$ cat src/rtl/std_ram_reader.sv
// Burst reader: streams cmd_len words from a fixed-latency RAM, starting at cmd_addr,
// through a small credit-protected output FIFO.
module std_ram_reader #(
    parameter int DW         = 32,
    parameter int DEPTH      = 32,
    parameter int AW         = $clog2(DEPTH),
    parameter int RD_LAT     = 1,
    parameter int FIFO_DEPTH = 4
) (
    input  logic          clk,
    input  logic          reset,
    input  logic          cmd_valid,
    output logic          cmd_ready,
    input  logic [AW-1:0] cmd_addr,
    input  logic [AW:0]   cmd_len,
    output logic          mem_rd_en,
    output logic          mem_wr_en,
    output logic [AW-1:0] mem_addr,
    input  logic [DW-1:0] mem_dout,
    output logic          out_valid,
    input  logic          out_ready,
    output logic [DW-1:0] out_data,
    output logic          out_last,
    output logic          busy,
    output logic          done
);
    localparam int PW = (FIFO_DEPTH > 1) ? $clog2(FIFO_DEPTH) : 1;
    localparam int CW = $clog2(FIFO_DEPTH + 1);

    typedef enum logic [1:0] {IDLE, ISSUE, DRAIN} state_t;
    state_t state, state_nxt;

    logic [AW-1:0]         addr_q;
    logic [AW:0]           rem_q;
    logic                  done_q;
    logic [CW-1:0]         count;
    logic [CW-1:0]         inflight;
    logic [PW-1:0]         wr_ptr, rd_ptr;
    logic [DW-1:0]         fifo_data [FIFO_DEPTH];
    logic [FIFO_DEPTH-1:0] fifo_last;
    logic                  accept, credit_ok, issue_last;
    logic                  push, push_last, pop, fire_last;

    function automatic logic [PW-1:0] ptr_inc(input logic [PW-1:0] p);
        return (p == PW'(FIFO_DEPTH - 1)) ? '0 : p + PW'(1);
    endfunction

    assign issue_last = (rem_q == (AW+1)'(1));
    // Credit: never issue more reads than the FIFO can absorb, ignoring this cycle's pop.
    assign credit_ok  = (int'(count) + int'(inflight)) < FIFO_DEPTH;
    assign accept     = cmd_valid & cmd_ready;
    assign pop        = out_valid & out_ready;
    assign fire_last  = pop & out_last;

    assign mem_wr_en = 1'b0;
    assign mem_addr  = addr_q;
    assign out_valid = (count != '0);
    assign out_data  = fifo_data[rd_ptr];
    assign out_last  = out_valid & fifo_last[rd_ptr];
    assign busy      = (state != IDLE);
    assign done      = done_q;

    // Valid/last shift registers align each read with its returning RAM word.
    generate
        if (RD_LAT == 0) begin : g_lat0
            assign push      = mem_rd_en;
            assign push_last = issue_last;
            assign inflight  = '0;
        end else begin : g_latn
            logic [RD_LAT-1:0] vld_pipe, last_pipe;
            always_ff @(posedge clk) begin
                if (reset) begin
                    vld_pipe  <= '0;
                    last_pipe <= '0;
                end else begin
                    vld_pipe  <= RD_LAT'({vld_pipe, mem_rd_en});
                    last_pipe <= RD_LAT'({last_pipe, mem_rd_en & issue_last});
                end
            end
            assign push      = vld_pipe[RD_LAT-1];
            assign push_last = last_pipe[RD_LAT-1];
            always_comb begin
                inflight = '0;
                for (int i = 0; i < RD_LAT; i++) inflight = inflight + CW'(vld_pipe[i]);
            end
        end
    endgenerate

    always_comb begin
        state_nxt = state;
        cmd_ready = 1'b0;
        mem_rd_en = 1'b0;
        case (state)
            IDLE: begin
                cmd_ready = 1'b1;
                if (cmd_valid && cmd_len != '0) state_nxt = ISSUE;
            end
            ISSUE: begin
                mem_rd_en = credit_ok;
                if (credit_ok && issue_last) state_nxt = DRAIN;
            end
            DRAIN: if (fire_last) state_nxt = IDLE;
            default: state_nxt = IDLE;
        endcase
    end

    always_ff @(posedge clk) begin
        if (reset) begin
            state  <= IDLE;
            addr_q <= '0;
            rem_q  <= '0;
            done_q <= 1'b0;
        end else begin
            state  <= state_nxt;
            done_q <= (accept && cmd_len == '0) || fire_last;
            if (accept) begin
                addr_q <= cmd_addr;
                rem_q  <= cmd_len;
            end else if (mem_rd_en) begin
                addr_q <= (addr_q == AW'(DEPTH - 1)) ? '0 : addr_q + AW'(1);
                rem_q  <= rem_q - (AW+1)'(1);
            end
        end
    end

    always_ff @(posedge clk) begin
        if (reset) begin
            wr_ptr    <= '0;
            rd_ptr    <= '0;
            count     <= '0;
            fifo_last <= '0;
            for (int i = 0; i < FIFO_DEPTH; i++) fifo_data[i] <= '0;
        end else begin
            if (push) begin
                fifo_data[wr_ptr] <= mem_dout;
                fifo_last[wr_ptr] <= push_last;
                wr_ptr            <= ptr_inc(wr_ptr);
            end
            if (pop) rd_ptr <= ptr_inc(rd_ptr);
            if (push && !pop)      count <= count + CW'(1);
            else if (!push && pop) count <= count - CW'(1);
        end
    end
endmodule

$ cat config.mk
export PLATFORM = sky130hd
export DESIGN_NAME = std_ram_reader
export DESIGN_NICKNAME = d
export VERILOG_FILES = /design/src/rtl/std_ram_reader.sv
export SDC_FILE = /design/constraint.sdc
export NUM_CORES = 1
export LEC_CHECK = 0
export CAP_MARGIN = 10
export CORE_ASPECT_RATIO = 1.25
export CORE_MARGIN = 8
export CORE_UTILIZATION = 71
export CTS_BUF_LIST = sky130_fd_sc_hd__clkbuf_8
export CTS_CLUSTER_SIZE = 30
export DETAILED_ROUTE_END_ITERATION = 16
export DONT_BUFFER_PORTS = 1
export HOLD_SLACK_MARGIN = 0.02
export PLACE_DENSITY = 0.86
export SLEW_MARGIN = 15
export SYNTH_ARGS = -nofsm -noshare
export SYNTH_HDL_FRONTEND = slang
export SYNTH_SLANG_ARGS = --single-unit
export TNS_END_PERCENT = 100
$ cat constraint.sdc
create_clock -name clk -period 6.2 [get_ports clk]
set_input_delay 0.93 -clock clk [delete_from_list [all_inputs] [get_ports clk]]
set_output_delay 0.93 -clock clk [all_outputs]
set_load 0.02 [all_outputs]
==> flow_summary_export.csv <==
group,metric,value,unit
outcome,status,"complete, no violations",
detailed_routing,post_drt_wl_per_cell,22.80,um
global_routing,grt_pass1_vias,4030,
place,gp_congestion,0.7774,
clock_tree,clkLatencyLatePin,0.44,ns
timing,fmax,319.4,MHz
synth,yosysTopAreaCellShare,0.5521,
clock_tree,post_cts_buffers,0,
synth,synth_cell_types,42,
global_routing,grt_first_pass_wirelength,21.96,mm
clock_tree,cts-resized-gates,0,
synth,synth-warning-count,0,
detailed_routing,drtAntennaViolNets,0,
global_routing,grt_start_max_net_pins,35,
hold_path,min_path_type,"reg -> reg",
timing,clock_skew,0.01162,ns
clock_tree,clock_path_buffers,2,
floorplanning,row_count,40,
clock_tree,clkTransAtPathRegs,0.08,ns
timing,slew_violations,0,
clock_tree,numCtsBuffers,17,
hold_path,hold_end,"fifo_last[2]",
synth,synth_edf_count,128,
final_layout,num_antenna_cells,0,
global_routing,globalRouteOverflowTotal,0,
synth,synth_async_sr_flop_share,0,
floorplanning,die_x,104.6,um
clock_tree,tritoncts,"done",
timing,finalCritPeriodShare,0.5050,
hold_path,hold_path_depth,2,
floorplanning,die_h,126.7,um
detailed_routing,drc,0,
floorplanning,pin_count,91,
power,ir_drop,0.2381,mV
place,numPortBuffers,0,
floorplanning,coreArea,9559,um2
detailed_routing,drtIter0Drc,233,
final_layout,layout_common_cells,"and2_1 (130), edfxtp_1 (128), mux4_2 (33)",
timing,rsz0062_at_grt,"no",
worst_setup_path,r2r_slack,3.74,ns
timing,hold_violations,0,
hold_path,holdCritStartpoint,"fifo_last[2]",
synth,yosysSeqAreaShare,0.6355,
timing,setup_violations,0,
worst_setup_path,worstReg2RegEnd,"count[2]",
global_routing,grt_antenna_before_repair,0,
worst_setup_path,startpoint_type,"flop",
detailed_routing,routed_wl,14.07,mm
clock_tree,clockRootBuffer,"clkbuf_8",
final_layout,area_delta_synth_final,6.398,%
detailed_routing,routed-wl-met3,1.301,mm
final_layout,nNetsFinal,538,
synth,synth_cells,487,
detailed_routing,routed.top_layer,"met4",
final_layout,final_layout_size_suffix_gt1_frac,0.1589,
global_routing,track_usage,0.2192,
worst_setup_path,critPathKind,"reg -> out",
detailed_routing,via_per_inst,6.358,
synth,synthFlopType,"edfxtp_1",
floorplanning,dieArea,13250,um2
synth,syn_avg_cell_area,14.30,um2
detailed_routing,wl_met2,7.312,mm
timing,layout_min_cycle_time,3.131,ns
clock_tree,clock-sinks,157,
timing,fin_setup_tns,0,ns
timing,hold_ws,0.4624,ns
synth,synth-seq-cells,157,
place,dp_hpwl,9.224,mm
worst_setup_path,worstPathRequired,5.27,ns
worst_setup_path,reg2reg_depth,8,
timing,worst_slack,3.069,ns
timing,max_slew_margin,0.3418,
job,cap_violations,0,
worst_setup_path,critPathArrivalTime,2.20,ns
clock_tree,hold_buffers,0,
worst_setup_path,cp_max_fo,15,
synth,synth_area_leaders,"edfxtp_1 (55%), and2_1 (12%), mux4_2 (11%)",
synth,syn-num-nets,545,
worst_setup_path,cp-end-kind,"output pin",
power,power.total,2.472,mW
detailed_routing,wl_met1,5.102,mm
power,p_leak,2.660,nW
timing,worstMarginPinSlew,0.9874,ns
worst_setup_path,regToRegStartpoint,"count[0]",
power,pwr_density_cell,333.7,nW/um2
place,pre_cts_slack,3.390,ns
clock_tree,cts_max_level,4,
detailed_routing,vias,3923,
detailed_routing,firstDrtPassIters,5,
synth,netlist_area,6962,um2
synth,yosys.area.top_type,"edfxtp_1",
final_layout,layout_commonest_cell,"and2_1",
floorplanning,initial_utilization,0.7283,
[worst max path at each step]
stage | start | to
floorplan | reset | fifo_data[1][0]
global placement | flop | out_data[10]
detailed placement | flop | out_data[10]
CTS | flop | out_data[10]
global route | g_latn.vld_pipe | mem_rd_en
finish | g_latn.vld_pipe | mem_rd_en
[kinds of logic (layout without fill, tap and decap cells)]
family / after synthesis / count (layout) / share of synthesized area
xor gates and xnor gates: 2 / 2 / 0.002517
buffers and inverters: 39 / 43 / 0.02282
adders and majority gates: 11 / 11 / 0.02085
other: 1 / 1 / 0.0005387
DFF: 157 / 157 / 0.6355
muxes: 39 / 39 / 0.1157
AOI/OAI and AO/OA: 32 / 32 / 0.03145
and+or+nand+nor: 206 / 206 / 0.1706
[cells in the mapped netlist, types with 3 or more instances]
master and number:
or2_2 3, mux2i_1 4, mux4_2 33, nand2b_1 4, o21ai_0 4, inv_1 9
dfxtp_1 29, edfxtp_1 128, nand2_1 18, nor3_1 8, nand3_1 6, buf_2 4
or3_1 5, buf_1 3, ha_1 10, a311oi_1 7, a21oi_1 9, nor2_1 20
and2_1 130, clkbuf_1 21
[where the power goes]
group / switching, mW / internal, mW
clock network: 0.355 / 0.347
logic: 0.248 / 0.189
registers: 0.112 / 1.22
total: 0.714 / 1.76
[layer usage]
layer	GRT usage	vias to the layer above
li1	-	1755
met1	0.2548	1944
met2	0.3581	191
met3	0.06991	33
met4	0.1136	0
met5	0	-
[metrics by stage]
| step | area (um2) | utilization | std cells |
|---|---|---|---|
| global placement | 7044 | 0.7369 | 587 |
| detailed placement | 7044 | 0.7369 | 587 |
| finish | 7407 | 0.7749 | 617 |
| CTS | 7405 | 0.7746 | 617 |
| global route | 7407 | 0.7749 | 617 |
| floorplan | 6962 | - | 487 |
[final cells by class]
class / count / area [um2]
Multi-Input combinational cell: 291 / 2396
Timing Repair Buffer: 4 / 30.03
Clock buffer: 17 / 234.0
Clock inverter: 13 / 126.4
Inverter: 9 / 33.78
Tap cell: 126 / 157.7
Sequential cell: 157 / 4429
Fill cell: 538 / 2152
[worst max-delay path, cell delays in order (launching register included)]
cell	delay, ns
dfxtp_1	0.46
and3_1	0.24
or3_1	0.57
inv_1	0.48
[registers in the layout, summed over array words and instances, names as in the netlist, 2 cells and up, named ones only]
name and count:
count 3, fifo_data 128, fifo_last 4, mem_addr 5, rd_ptr 2, rem_q 6
state 2, wr_ptr 2
No activity file was read; power rests on OpenSTA's default activity.
